**config.mk**
```make
export PLATFORM = sky130hd
export DESIGN_NAME = cam
export DESIGN_NICKNAME = d
export VERILOG_FILES = /design/src/rtl/cam_pkg.sv /design/src/rtl/cam_cell.sv /design/src/rtl/cam.sv
export SDC_FILE = /design/constraint.sdc
export NUM_CORES = 1
export LEC_CHECK = 0
export ABC_AREA = 1
export ABC_CLOCK_PERIOD_IN_PS = 1000
export BUFFER_PORTS_ARGS = -buffer_cell sky130_fd_sc_hd__buf_2
export CORE_MARGIN = 3
export CORE_UTILIZATION = 36
export CTS_BUF_LIST = sky130_fd_sc_hd__clkbuf_4 sky130_fd_sc_hd__clkbuf_8
export DETAILED_ROUTE_END_ITERATION = 10
export GPL_TIMING_DRIVEN = 0
export MAX_ROUTING_LAYER = met4
export SKIP_CTS_REPAIR_TIMING = 1
export SLEW_MARGIN = 20
export SYNTH_ARGS = -nofsm -noshare
export SYNTH_HDL_FRONTEND = slang
export SYNTH_SLANG_ARGS = --single-unit
```
**constraint.sdc**
```tcl
create_clock -name CLK -period 1 [get_ports CLK]
set_input_delay 0.2 -clock CLK [delete_from_list [all_inputs] [get_ports CLK]]
set_output_delay 0.2 -clock CLK [all_outputs]
set_load 0.01 [all_outputs]
```
**src/rtl/cam_pkg.sv**
```systemverilog
// Shared types and helpers for the CAPP storage/search array.
// Holds default geometry and the write-line pair indexing.
package cam_pkg;

    localparam int unsigned DefNumBits  = 2;
    localparam int unsigned DefNumCells = 10;

    typedef enum logic [1:0] {
        TagHold,
        TagSet,
        TagSearch,
        TagSelect
    } tag_op_e;

    function automatic int unsigned set_one_idx(input int unsigned i);
        return 2 * i;
    endfunction

    function automatic int unsigned set_zero_idx(input int unsigned i);
        return 2 * i + 1;
    endfunction

endpackage

```
**src/rtl/cam_cell.sv**
```systemverilog
// One CAPP word: storage, tag flip-flop, masked match,
// write-pair decode and tag-gated read output.
module cam_cell
    import cam_pkg::*;
#(
    parameter int unsigned NB = DefNumBits
) (
    input  logic          clk_i,
    input  logic          rst_ni,
    input  logic [NB-1:0] comparand_i,
    input  logic [NB-1:0] mask_i,
    input  logic [2*NB-1:0] wl_i,
    input  tag_op_e       op_i,
    input  logic          seen_i,
    output logic          tag_o,
    output logic [NB-1:0] rd_o
);

    logic [NB-1:0] word_q, word_d;
    logic          tag_q, tag_d;
    logic [NB-1:0] one_ln, zero_ln;
    logic          match;

    for (genvar i = 0; i < NB; i++) begin : g_wl
        assign one_ln[i]  = wl_i[set_one_idx(i)];
        assign zero_ln[i] = wl_i[set_zero_idx(i)];
    end

    assign match = &(~mask_i | ~(word_q ^ comparand_i));

    // Conflicting or idle pairs leave the bit alone.
    always_comb begin
        word_d = word_q;
        if (tag_q) begin
            word_d = (word_q | (one_ln & ~zero_ln))
                   & ~(zero_ln & ~one_ln);
        end
    end

    always_comb begin
        tag_d = tag_q;
        unique case (op_i)
            TagSet:    tag_d = 1'b1;
            TagSearch: tag_d = tag_q & match;
            TagSelect: tag_d = tag_q & ~seen_i;
            default:   tag_d = tag_q;
        endcase
    end

    always_ff @(posedge clk_i or negedge rst_ni) begin
        if (!rst_ni) begin
            word_q <= '0;
            tag_q  <= 1'b0;
        end else begin
            word_q <= word_d;
            tag_q  <= tag_d;
        end
    end

    assign tag_o = tag_q;
    assign rd_o  = tag_q ? word_q : '0;

endmodule

```
**src/rtl/cam.sv**
```systemverilog
// CAPP array top: cell bank, first-responder chain
// and wired-OR read reduction.
module cam
    import cam_pkg::*;
#(
    parameter int unsigned num_bits  = DefNumBits,
    parameter int unsigned num_cells = DefNumCells
) (
    input  logic                  CLK,
    input  logic                  RST_N,
    input  logic [num_bits-1:0]   comparand,
    input  logic [num_bits-1:0]   mask,
    input  logic                  perform_search,
    input  logic                  set,
    input  logic                  select_first,
    input  logic [2*num_bits-1:0] write_lines,
    output logic [num_cells-1:0]  tag_wires,
    output logic [num_bits-1:0]   read_lines
);

    tag_op_e             op;
    logic [num_cells:0]  seen;
    logic [num_bits-1:0] rd [num_cells];

    always_comb begin
        op = TagHold;
        priority case (1'b1)
            set:            op = TagSet;
            perform_search: op = TagSearch;
            select_first:   op = TagSelect;
            default:        op = TagHold;
        endcase
    end

    // seen[k] is high when any lower-index tag is set.
    assign seen[0] = 1'b0;

    for (genvar k = 0; k < num_cells; k++) begin : g_cell
        cam_cell #(
            .NB(num_bits)
        ) u_cell (
            .clk_i      (CLK),
            .rst_ni     (RST_N),
            .comparand_i(comparand),
            .mask_i     (mask),
            .wl_i       (write_lines),
            .op_i       (op),
            .seen_i     (seen[k]),
            .tag_o      (tag_wires[k]),
            .rd_o       (rd[k])
        );
        assign seen[k+1] = seen[k] | tag_wires[k];
    end

    always_comb begin
        read_lines = '0;
        for (int k = 0; k < num_cells; k++) begin
            read_lines = read_lines | rd[k];
        end
    end

endmodule

```
==> metrics <==
drc violations 0; Setup TNS -4.501 ns; Layout Skew 0.005822 ns; Worst Tran Pin Value 0.6989 ns; clock buffer depth 2; Hold WC Path Type primary input to asynchronous set/reset pin; critical path cell sequence inv_2 > o22ai_1 > a21oi_1 > nand4_1 > buf_2; root buffer cell clkbuf_8; mux contribution to synthesized area 0%; post-layout min period 1.581 ns; worst rel slew slack 53.41%; GRT Util Overall 17.32%; failing checks hold timing, setup timing; Power Total 4.742 mW; Reg clk slew, reported paths 0.07 ns; Worst EP required 0.80 ns; worst skew pair latency 0.28 ns; Final Slew Violations 0; switching share of power 37.27%; fillers 524; hold_ws -0.04125 ns; Hold Fails Final Rpt 30; Psw 1.767 mW; final worst-path cycle share 158.1%; Post-Synth Adder-Cell Area 1.916%; FF+latch area 758.2 um^2; final setup vio count 19; htree depth 2; Reg-to-Reg End g_cell[7].u_cell.tag_o; Yosys reg bits 30; Avg WL per Cell 13.22 um; largest family of logic cells by synthesized area simple AND/OR/NAND/NOR gates; worst setup path class flip-flop to output port; xor/xnor share of the synthesized area 0%; fmax 0.6324 GHz; Vias 1966; setup ws final -0.5813 ns; initial antenna violation count 0; Data arrival, critical path 1.38 ns; largest net degree at the start of global routing 31; io pins 25; synthesized net count 298; Core Rows 26; Yosys cell types 23; Worst Path Buf+Inv 2; CP max stage cell dfrtp_1; Sink Count 30; commonest cells after routing, fill and taps aside 64 x nand2_1, 41 x inv_1, 33 x o21ai_1; Area Overhead vs Synth 34.80%; Compound-Gate Fraction of Synth Area 16.86%; combinational power share 42.1%; Crit. End Element output port; post-route ant nets 0; Clk pwr share 20.9%; drt first pass iters 4; Syn Inst Count 282; maximum vdd drop 0.0009596 V; crit path launch type flip-flop; fraction of layout cells with a size suffix above 1 34.14%; gpl congestion 0.8464; leakage power 1.380 nW; WP depth 5; vias in the first global route 1763; status finished, violations left; Multi-input gate area 977.2 um^2; CTS tree built; first-pass GRT wire length 8300 um; unrepaired setup endpoints after global routing yes; Synth Area in Simple Gates 25.22%; Vias/cell 4.903; critical path fanouts, max 7; gr ovfl total 0; Worst path max stage delay 0.42 ns; Initial Util 37.88%; PD cells 1795 nW/um^2; number of max-cap violations 0; CTS Buf Count 5; synthesized area per cell 6.948 um^2; fraction of the yosys area taken by sequential cells 38.31%; Critical R2R Launch g_cell[0].u_cell.tag_o; initial DRC count 79; # diodes 0; Core Area 5172 um^2; Cell Int Power 2.975 mW; Total Wirelength 5302 um; Die Area 6364 um^2; port bufs 22; Seq pwr share 37.0%; R2R Setup Slk -0.34 ns; Post-DP HPWL 3644 um; cell family with most CP delay flip-flops; worst r2r path cells 8; die width 79.78 um; Final nets 347; Syn Std Cell Area 1959 um^2; die height 79.78 um; Syn. warnings 0; most common cell after layout, fill and taps aside nand2_1
-- registers in the layout (all words and copies together), names as in the netlist --
name,flops
g_cell.u_cell.tag_o,10
g_cell.u_cell.word_q,20
-- cell type report --
type / count / share of cell area, %
clock buffer: 7 / 3.174
tap: 70 / 3.316
timing repair buffer: 43 / 13.17
inverter: 60 / 9.853
buffer: 15 / 4.784
sequential: 30 / 28.71
multi-input combinational: 176 / 37.00
-- routing by layer --
| metal | track usage (%) | part of all wire, % | up-vias |
|---|---|---|---|
| met5 | - | 0 | - |
| met4 | 6.926 | 2.2 | 0 |
| met3 | 2.709 | 5.2 | 11 |
| met2 | 28.13 | 48 | 51 |
| met1 | 21.64 | 44 | 915 |
| li1 | - | - | 989 |
-- how the worst max path moves through the flow --
stage	endpoint	startpoint
after CTS	read_lines[0]	g_cell[0].u_cell.tag_o
after global routing	read_lines[1]	g_cell[6].u_cell.tag_o
final	read_lines[1]	g_cell[6].u_cell.tag_o
after floorplan	g_cell[9].u_cell.tag_o	g_cell[0].u_cell.tag_o
after global placement	g_cell[9].u_cell.tag_o	perform_search
after detailed placement	g_cell[9].u_cell.tag_o	perform_search
-- power by group through the flow --
stage | registers [mW] | logic [mW] | clock network (mW)
3_3_place_gp | 1.73 | 1.45 | 0
4_1_cts | 1.72 | 1.48 | 1.00
6_report | 1.76 | 1.99 | 0.991
3_5_place_dp | 1.74 | 1.48 | 0
2_1_floorplan | 1.67 | 1.12 | 0
5_1_grt | 1.79 | 2.24 | 1.05
-- cell families after synthesis --
family,count (synthesis)
compound gates,62
fa+ha+maj,3
buf+inv,76
flops,30
simple gates,111
-- synth_stat cells --
master	number	area share, %
buf_4	11	4.2
buf_2	5	1.3
clkinv_1	1	0.19
o22ai_1	7	2.2
inv_1	50	9.6
bufinv_8	1	0.89
inv_2	8	1.5
or2_1	2	0.64
o21ai_0	11	2.8
nand4_1	2	0.64
o211ai_1	3	1.1
nand3_1	31	7.9
a21oi_1	8	2.0
nor2_1	6	1.1
nand2_1	66	13
dfrtp_1	30	38
nor2_2	1	0.32
nor3_4	1	0.83
o2111ai_1	1	0.45
o21ai_1	32	8.2
nand2_4	1	0.57
ha_1	3	1.9
nand3_2	1	0.51
-- stage by stage --
step | cells | area [um^2] | util (%) | worst slack [ns]
after global routing | 401 | 2641 | 51.06 | -0.6142
after floorplan | 282 | 2019 | - | -0.1399
after CTS | 381 | 2301 | 44.48 | -0.7057
after detailed placement | 374 | 2217 | 42.86 | -0.4649
after global placement | 374 | 2217 | 42.86 | -0.4386
final | 401 | 2641 | 51.06 | -0.5813
No activity file was read; power rests on OpenSTA's default activity.
